--- src/rtl/branch_ctrl_if.sv ---
// rtl/branch_ctrl_if.sv - request/response handshake bundle for the branch controller
interface branch_ctrl_if #(
    parameter int XLEN = 32
);
    logic            req_valid;
    logic            req_ready;
    logic [1:0]      req_kind;
    logic [2:0]      req_funct3;
    logic [XLEN-1:0] req_pc;
    logic [XLEN-1:0] req_imm;
    logic [XLEN-1:0] req_rs1;
    logic [XLEN-1:0] req_rs2;

    logic            resp_valid;
    logic            resp_ready;
    logic            resp_taken;
    logic [XLEN-1:0] resp_target;
    logic [XLEN-1:0] resp_link;
    logic            resp_illegal;
    logic            resp_misaligned;

    // Issuing side: drives requests, consumes results.
    modport master (
        output req_valid, req_kind, req_funct3, req_pc, req_imm, req_rs1, req_rs2,
        output resp_ready,
        input  req_ready,
        input  resp_valid, resp_taken, resp_target, resp_link, resp_illegal, resp_misaligned
    );

    // Controller side.
    modport slave (
        input  req_valid, req_kind, req_funct3, req_pc, req_imm, req_rs1, req_rs2,
        input  resp_ready,
        output req_ready,
        output resp_valid, resp_taken, resp_target, resp_link, resp_illegal, resp_misaligned
    );
endinterface

--- src/rtl/branch_ctrl.sv ---
// rtl/branch_ctrl.sv - branch/jump resolution sequencer with taken statistics
module branch_ctrl #(
    parameter int XLEN = 32
) (
    input  logic            clk,
    input  logic            rst,
    input  logic            flush,
    branch_ctrl_if.slave    bus,
    output logic            busy,
    output logic [31:0]     stat_branches,
    output logic [31:0]     stat_taken
);
    localparam logic [1:0] KIND_BRANCH = 2'b00;
    localparam logic [1:0] KIND_JAL    = 2'b01;
    localparam logic [1:0] KIND_JALR   = 2'b10;

    typedef enum logic [1:0] {
        IDLE    = 2'd0,
        EVAL    = 2'd1,
        RESOLVE = 2'd2
    } state_t;

    state_t state;

    // Instruction captured at acceptance; later input changes are ignored.
    logic [1:0]      kind_q;
    logic [2:0]      funct3_q;
    logic [XLEN-1:0] pc_q;
    logic [XLEN-1:0] imm_q;
    logic [XLEN-1:0] rs1_q;
    logic [XLEN-1:0] rs2_q;

    // Registered comparator output; keeps its value for undefined conditions.
    logic            cmp_q;

    logic            resp_valid_q;
    logic            resp_taken_q;
    logic [XLEN-1:0] resp_target_q;
    logic [XLEN-1:0] resp_link_q;
    logic            resp_illegal_q;
    logic            resp_misaligned_q;

    logic            cmp_next;
    logic            illegal_next;
    logic            taken_next;
    logic [XLEN-1:0] jalr_sum;
    logic [XLEN-1:0] target_next;
    logic [XLEN-1:0] link_next;

    // Comparator evaluation of the captured operands for the EVAL cycle.
    always_comb begin
        cmp_next = cmp_q;
        case (funct3_q)
            3'b000:  cmp_next = (rs1_q == rs2_q);
            3'b001:  cmp_next = (rs1_q != rs2_q);
            3'b100:  cmp_next = ($signed(rs1_q) <  $signed(rs2_q));
            3'b101:  cmp_next = ($signed(rs1_q) >= $signed(rs2_q));
            3'b110:  cmp_next = (rs1_q <  rs2_q);
            3'b111:  cmp_next = (rs1_q >= rs2_q);
            default: cmp_next = cmp_q;
        endcase
    end

    // Result fields derived from the captured instruction and comparator.
    always_comb begin
        illegal_next = (kind_q == 2'b11) ||
                       ((kind_q == KIND_BRANCH) && (funct3_q[2:1] == 2'b01));
        taken_next = 1'b0;
        case (kind_q)
            KIND_BRANCH: taken_next = cmp_next && !illegal_next;
            KIND_JAL:    taken_next = 1'b1;
            KIND_JALR:   taken_next = 1'b1;
            default:     taken_next = 1'b0;
        endcase
        jalr_sum    = rs1_q + imm_q;
        target_next = (kind_q == KIND_JALR) ? {jalr_sum[XLEN-1:1], 1'b0} : (pc_q + imm_q);
        link_next   = pc_q + XLEN'(4);
    end

    // Control FSM with registered result outputs and branch statistics.
    always_ff @(posedge clk) begin
        if (rst) begin
            state             <= IDLE;
            kind_q            <= '0;
            funct3_q          <= '0;
            pc_q              <= '0;
            imm_q             <= '0;
            rs1_q             <= '0;
            rs2_q             <= '0;
            cmp_q             <= 1'b0;
            resp_valid_q      <= 1'b0;
            resp_taken_q      <= 1'b0;
            resp_target_q     <= '0;
            resp_link_q       <= '0;
            resp_illegal_q    <= 1'b0;
            resp_misaligned_q <= 1'b0;
            stat_branches     <= '0;
            stat_taken        <= '0;
        end else if (flush) begin
            state        <= IDLE;
            resp_valid_q <= 1'b0;
        end else begin
            case (state)
                IDLE: begin
                    if (bus.req_valid) begin
                        kind_q   <= bus.req_kind;
                        funct3_q <= bus.req_funct3;
                        pc_q     <= bus.req_pc;
                        imm_q    <= bus.req_imm;
                        rs1_q    <= bus.req_rs1;
                        rs2_q    <= bus.req_rs2;
                        state    <= EVAL;
                    end
                end
                EVAL: begin
                    cmp_q             <= cmp_next;
                    resp_taken_q      <= taken_next;
                    resp_target_q     <= target_next;
                    resp_link_q       <= link_next;
                    resp_illegal_q    <= illegal_next;
                    resp_misaligned_q <= taken_next && (target_next[1:0] != 2'b00);
                    resp_valid_q      <= 1'b1;
                    state             <= RESOLVE;
                end
                RESOLVE: begin
                    if (bus.resp_ready) begin
                        resp_valid_q <= 1'b0;
                        state        <= IDLE;
                        if (kind_q == KIND_BRANCH && !resp_illegal_q) begin
                            stat_branches <= stat_branches + 32'd1;
                            if (resp_taken_q) begin
                                stat_taken <= stat_taken + 32'd1;
                            end
                        end
                    end
                end
                default: state <= IDLE;
            endcase
        end
    end

    // Ready depends only on state, held low while reset is asserted.
    assign bus.req_ready       = (state == IDLE) && !rst;
    assign bus.resp_valid      = resp_valid_q;
    assign bus.resp_taken      = resp_taken_q;
    assign bus.resp_target     = resp_target_q;
    assign bus.resp_link       = resp_link_q;
    assign bus.resp_illegal    = resp_illegal_q;
    assign bus.resp_misaligned = resp_misaligned_q;
    assign busy                = (state != IDLE);

endmodule

--- src/flat_wrapper.sv ---
// flat-port wrapper written by rule: the top's interface ports become plain ports
module branch_ctrl_flat 
#(
    parameter int XLEN = 32
)
  (clk, rst, flush, busy, stat_branches, stat_taken, bus_req_valid, bus_req_kind, bus_req_funct3, bus_req_pc, bus_req_imm, bus_req_rs1, bus_req_rs2, bus_resp_ready, bus_req_ready, bus_resp_valid, bus_resp_taken, bus_resp_target, bus_resp_link, bus_resp_illegal, bus_resp_misaligned);
  branch_ctrl_if #(.XLEN(XLEN)) bus_i ();
  input  logic clk;
  input  logic rst;
  input  logic flush;
  output logic busy;
  output logic [31:0] stat_branches;
  output logic [31:0] stat_taken;
  input wire logic [$bits(bus_i.req_valid)-1:0] bus_req_valid;
  input wire logic [$bits(bus_i.req_kind)-1:0] bus_req_kind;
  input wire logic [$bits(bus_i.req_funct3)-1:0] bus_req_funct3;
  input wire logic [$bits(bus_i.req_pc)-1:0] bus_req_pc;
  input wire logic [$bits(bus_i.req_imm)-1:0] bus_req_imm;
  input wire logic [$bits(bus_i.req_rs1)-1:0] bus_req_rs1;
  input wire logic [$bits(bus_i.req_rs2)-1:0] bus_req_rs2;
  input wire logic [$bits(bus_i.resp_ready)-1:0] bus_resp_ready;
  output wire logic [$bits(bus_i.req_ready)-1:0] bus_req_ready;
  output wire logic [$bits(bus_i.resp_valid)-1:0] bus_resp_valid;
  output wire logic [$bits(bus_i.resp_taken)-1:0] bus_resp_taken;
  output wire logic [$bits(bus_i.resp_target)-1:0] bus_resp_target;
  output wire logic [$bits(bus_i.resp_link)-1:0] bus_resp_link;
  output wire logic [$bits(bus_i.resp_illegal)-1:0] bus_resp_illegal;
  output wire logic [$bits(bus_i.resp_misaligned)-1:0] bus_resp_misaligned;
  assign bus_i.req_valid = bus_req_valid;
  assign bus_i.req_kind = bus_req_kind;
  assign bus_i.req_funct3 = bus_req_funct3;
  assign bus_i.req_pc = bus_req_pc;
  assign bus_i.req_imm = bus_req_imm;
  assign bus_i.req_rs1 = bus_req_rs1;
  assign bus_i.req_rs2 = bus_req_rs2;
  assign bus_i.resp_ready = bus_resp_ready;
  assign bus_req_ready = bus_i.req_ready;
  assign bus_resp_valid = bus_i.resp_valid;
  assign bus_resp_taken = bus_i.resp_taken;
  assign bus_resp_target = bus_i.resp_target;
  assign bus_resp_link = bus_i.resp_link;
  assign bus_resp_illegal = bus_i.resp_illegal;
  assign bus_resp_misaligned = bus_i.resp_misaligned;
  branch_ctrl #(.XLEN(XLEN)) u_core (.clk(clk), .rst(rst), .flush(flush), .bus(bus_i), .busy(busy), .stat_branches(stat_branches), .stat_taken(stat_taken));
endmodule
--- config.mk ---
export PLATFORM = sky130hd
export DESIGN_NAME = branch_ctrl_flat
export DESIGN_NICKNAME = d
export VERILOG_FILES = /design/src/rtl/branch_ctrl_if.sv /design/src/rtl/branch_ctrl.sv /design/src/flat_wrapper.sv
export SDC_FILE = /design/constraint.sdc
export NUM_CORES = 1
export LEC_CHECK = 0
export BUFFER_PORTS_ARGS = -buffer_cell sky130_fd_sc_hd__buf_2
export CAP_MARGIN = 10
export CORE_ASPECT_RATIO = 1.25
export CORE_UTILIZATION = 50
export CTS_BUF_LIST = sky130_fd_sc_hd__clkbuf_16
export CTS_CLUSTER_DIAMETER = 80
export DETAILED_ROUTE_END_ITERATION = 12
export PLACE_DENSITY = 0.73
export SYNTH_ARGS = -nofsm -noshare
export SYNTH_HDL_FRONTEND = slang
export SYNTH_SLANG_ARGS = --single-unit
--- constraint.sdc ---
create_clock -name clk -period 3.3 [get_ports clk]
set_input_delay 0.66 -clock clk [delete_from_list [all_inputs] [get_ports clk]]
set_output_delay 0.66 -clock clk [all_outputs]
set_load 0.01 [all_outputs]
=== Word-level counts from Yosys, hierarchy flattened ===
Cells that the tools add are included.

* Bits in registers: 268
* Bits in latches: 0
* Bits in writable memories: 0
* Memory bits (read-only): 0
* Output and inout bits: 134
* Logic and storage cells: 72
* Memories: 0

* Add/subtract/negate cells: 5
* Multipliers: 0
* Div/mod/pow operators: 0
* $lt $le $gt $ge: 4
* Equality and inequality tests: 15
* Shifts and indexed selects: 0
* Multiplexer cells: 8
* Bitwise gates (word level): 1
* Reductions and logical operators: 23

{| class="wikitable"
|+ Operators with widths
! operator !! number
|-
| $add 32x1->32 const B || 2
|-
| $add 32x32->32 || 2
|-
| $ge 32x32->1 || 2
|-
| $lt 32x32->1 || 2
|-
| $add 32x3->32 const B || 1
|-
| $eq 32x32->1 || 1
|-
| $mux 32 || 1
|-
| $ne 32x32->1 || 1
|-
| $eq 3x3->1 const B || 4
|-
| $eq 2x1->1 const B || 3
|-
| $eq 2x2->1 const B || 3
|-
| $pmux 1 s6 || 1
|-
| $pmux 2 s3 || 1
|-
| $reduce_and 2->1 || 3
|-
| $reduce_bool 2->1 || 3
|-
| $logic_and 1x1->1 || 5
|-
| $reduce_and 5->1 || 1
|-
| $logic_not 2->1 || 2
|-
| $mux 2 || 2
|-
| $ne 2x2->1 const B || 2
|-
| $pmux 1 s2 || 2
|-
| $reduce_and 4->1 || 1
|-
| $reduce_or 2->1 || 2
|-
| $eq 3x1->1 const B || 1
|-
| other kinds (6) || 8
|}

=== Longest topological paths before layout ===
* Depth after elaboration: 7
* Depth in mapped cells: 11

=== Least setup slack after synthesis ===
No wires, ideal clock.

* Path kind: register to register
* Start: register u_core.rs1_q[0]
* End: register u_core.resp_target_q[24], in the netlist u_core.bus.resp_target[24]
* Setup time: 0.115 ns
* Arrival: 2.698 ns
* Required time: 3.185 ns
* Slack: 0.488 ns
* Cell stages (with the launch flop): 12
* Path buffers: 0
* Clock period less this slack: 2.812 ns
* Cell sequence: dfxtp_1 -> and2_1 -> fa_1 -> a211oi_1 -> o21ai_0 -> a211oi_1 -> nor2_1 -> o21ai_0 -> o21a_1 -> o21ai_0 -> xnor2_1 -> a2111oi_0

* Word-level cells in the longest chain between the ends: 2

{| class="wikitable"
|+ RTL lines
! item !! RTL line !! source
|-
| from (decl) || branch_ctrl.sv:30 || <nowiki>logic [XLEN-1:0] rs1_q;</nowiki>
|-
| from (signal assigned) || branch_ctrl.sv:110 || <nowiki>rs1_q <= bus.req_rs1;</nowiki>
|-
| $add 32x32->32 || branch_ctrl.sv:75 || <nowiki>jalr_sum = rs1_q + imm_q;</nowiki>
|-
| $mux 32 || branch_ctrl.sv:76 || <nowiki>target_next = (kind_q == KIND_JALR) ? {jalr_sum[XLEN-1:1], 1'b0} : (pc_q + imm_q);</nowiki>
|-
| to (signal assigned) || branch_ctrl.sv:118 || <nowiki>resp_target_q <= target_next;</nowiki>
|-
| to (decl) || branch_ctrl.sv:38 || <nowiki>logic [XLEN-1:0] resp_target_q;</nowiki>
|}

No other way between the ends.
A chain may end at the register's enable or synchronous reset.

=== Worst setup path after layout ===
Same ends and word-level chain as after synthesis.

==> key figures <==
Min path
  – WHS Endpoint: u_core.rs2_q[1]
  – Worst hold-check path type: in2reg
  – Worst Hold Launch: bus_req_rs2[1]
  – Hold depth: 3

STA
  – Final period utilization: 0.935
  – Clk_skew: 8.82 ps
  – Tightest Pin Transition: 887 ps
  – TNS Setup: 0 ps
  – Top achievable clock speed: 324 MHz
  – Max-slew headroom: 0.408
  – Endpoints failing setup: 0
  – Pins Over Slew Limit: 0
  – Hold Fails Final Rpt: 0
  – Minimum clock period: 3090 ps
  – RSZ-0062 raised after global routing: no

Critical path
  – Critical R2R Capture: u_core.bus.resp_target[24]
  – CP max FO: 4
  – R2R cell count: 12
  – Worst r2r src: u_core.rs1_q[0]
  – Required @ worst endpoint: 3730 ps
  – Arr. time, crit path: 3520 ps
  – WS Path Type: reg2reg
  – Reg2Reg Setup Slack: 210 ps
  – CP Capture Type: flop
  – Startpoint Class: flop
  – Crit path from: u_core.rs1_q[0]

Power and ir drop
  – Peak VDD IR: 0.433 mV
  – Cell Pwr Density: 434 nW/µm²
  – Lkg Pwr: 7.34 nW

Layout
  – Post-route insts no fill: 2432
  – Commonest non-fill, non-tap cell in the layout: nand2_1
  – Commonest non-fill, non-tap cells in the layout: 351 x nand2_1, 270 x buf_2, 267 x dfxtp_1, 218 x a21oi_1, 163 x nor2_1
  – Inserted Diodes: 0
  – Share of layout cells above drive strength 1: 0.179
  – Layout area overhead: 17.4%
  – NumNets Final: 2294
  – Final design area excluding fillers: 17000 µm²

Job
  – Max_cap viols: 0

Global route
  – First-pass GRT wire length: 63.2 mm
  – Initial antenna violation count: 5
  – Largest net degree at the start of global routing: 134
  – Gr ovfl total: 0
  – GRT Util Overall: 0.262
  – Vias in the first global route: 12656

CTS
  – CTS tree: built
  – Reg clk slew, reported paths: 60 ps
  – Post-CTS Hold Fix Bufs: 0
  – Clock latency on the worst-skew pair: 550 ps
  – Clk root buf: clkbuf_16
  – # clock sinks: 267
  – CTS max path bufs: 3
  – TritonCTS buffer count: 29
  – H-tree depth: 1

Route
  – # DRC: 0
  – DRT Wirelength: 39.8 mm
  – Via density: 5.57
  – DR WL/cell: 16.3 µm
  – Initial DRC count: 796
  – Vias post-DR: 13543
  – Drt first pass iters: 5
  – Post-route antenna net violation count: 0

Floorplan
  – Die Ht: 192 µm
  – Core area: 28500 µm²
  – DIE WIDTH: 154 µm
  – Area of the die: 29700 µm²
  – I/O pins: 272
  – FP Rows: 69
  – Starting Density: 0.509

Logic synthesis
  – Syn_nets: 2066
  – Distinct cell type count after synthesis: 82
  – Main combinational cell family by area after synthesis: simple AND/OR/NAND/NOR gates
  – Post-Syn Area per Cell: 7.93 µm²
  – Post-synthesis mux area share: 0.00363
  – Post-synth top flop: dfxtp_1
  – Share of flip-flops with an asynchronous set or reset: 0
  – Post-Syn Area: 14500 µm²
  – XOR/XNOR Fraction of Synth Area: 0.0822
  – YS warnings: 0
  – Complex-gate fraction of the synthesized area: 0.195
  – Mapped Cells: 1827
  – Sequential share of the synthesized area: 0.369
  – Synthesized flop and latch total: 267
  – Synth Area in Simple Gates: 0.219
  – Adder-cell share of the synthesized area: 0.0882
  – Post-synth EDFFs: 0

Placement
  – Placed cells: 2379
  – DP Wirelength: 29.2 mm
  – Placed cell areas: 16100 µm²
  – Port Buffers: 271
  – Gpl congestion: 0.912

Status
  – Status: completed
[worst max path at each step]
stage | end | slack (ps) | depth (start not counted)
3_5_place_dp | u_core.bus.resp_target[24] | 130 | 10
2_1_floorplan | u_core.bus.resp_target[24] | 490 | 11
6_report | u_core.bus.resp_target[24] | 210 | 12
5_1_grt | u_core.bus.resp_target[30] | 9 | 12
4_1_cts | u_core.bus.resp_target[24] | 130 | 11
3_3_place_gp | u_core.bus.resp_target[24] | 210 | 11
[per-stage QoR]
stage / total power, mW / setup WS (ps) / util / hold slack [ps]
floorplan: 4.06 / 488 / - / 436
global placement: 4.35 / 209 / 0.566 / 442
detailed placement: 4.36 / 133 / 0.566 / 447
CTS: 7.43 / 129 / 0.597 / 330
global route: 7.68 / 9.30 / 0.597 / 338
finish: 7.39 / 214 / 0.597 / 347
[critical path: stages, from the launching register on]
cell and delay, ps:
dfxtp_1 330, and2_1 170, fa_1 430, a211oi_2 270, o21ai_0 190, a211oi_1 280
buf_4 160, nor2_1 50, o21ai_0 270, o21a_1 210, o21ai_0 110, xnor2_1 140
a2111oi_0 360
[what timing repair did]
| item | in CTS | in global routing |
|---|---|---|
| resized for setup | 0 | 4 |
| setup buffers | 0 | 0 |
| setup endpoints to repair | 0 | 2 |
[report_power, final]
group / leakage (nW) / switching (mW) / internal (mW)
clock network: 0.446 / 1.34 / 1.75
registers: 2.17 / 0.103 / 3.33
logic: 4.73 / 0.514 / 0.356
[Yosys cell counts, drive strengths merged (9+ instances only)]
cell	n	area [µm²]
nand2	351	1320
clkbuf	82	319
nand3	48	240
inv	54	203
a211oi	51	383
dfxtp	267	5350
a31oi	10	62.6
ha	99	1240
nor2	165	624
o21ai	56	280
and3	22	138
buf	14	104
xnor2	64	561
nor3	31	165
or3	14	87.6
and4	9	78.8
nand4	30	194
a21o	35	264
o21a	11	82.6
xor2	72	631
a21oi	218	1090
[final cells by class]
cell class / instances / area (µm²)
well taps: 355 / 444
clock inverters: 24 / 169
repair buffers: 293 / 1580
inverters: 54 / 203
multi-input cells: 1410 / 8560
fillers: 2634 / 11500
flip-flops and latches: 267 / 5350
clock buffers: 29 / 726
[flip-flops by register name, indices dropped and copies added, names as in the netlist]
signal and flops:
u_core.bus.resp_link 32, u_core.bus.resp_target 32, u_core.imm_q 32, u_core.pc_q 32, u_core.rs1_q 32, u_core.rs2_q 32
u_core.stat_branches 32, u_core.stat_taken 32, u_core.funct3_q 3, u_core.kind_q 2, u_core.state 2, u_core.bus.resp_illegal 1
u_core.bus.resp_misaligned 1, u_core.bus.resp_taken 1, u_core.bus.resp_valid 1
[logic make-up after synthesis]
logic type / count (synthesis)
AO/OA/AOI/OAI: 453
XOR/XNOR: 136
adder cells (fa/ha/maj): 101
buffers and inverters: 150
flip-flops: 267
multiplexers: 5
AND/OR/NAND/NOR: 715
[layer usage]
metal,part of all wire,global-route usage,vias to the layer above
met5,0.00058,0,-
met4,0.036,0.101,4
met3,0.080,0.0638,85
met2,0.45,0.430,414
met1,0.44,0.332,6235
li1,-,-,6805
Note: power is estimated with default switching activity, not from simulation.
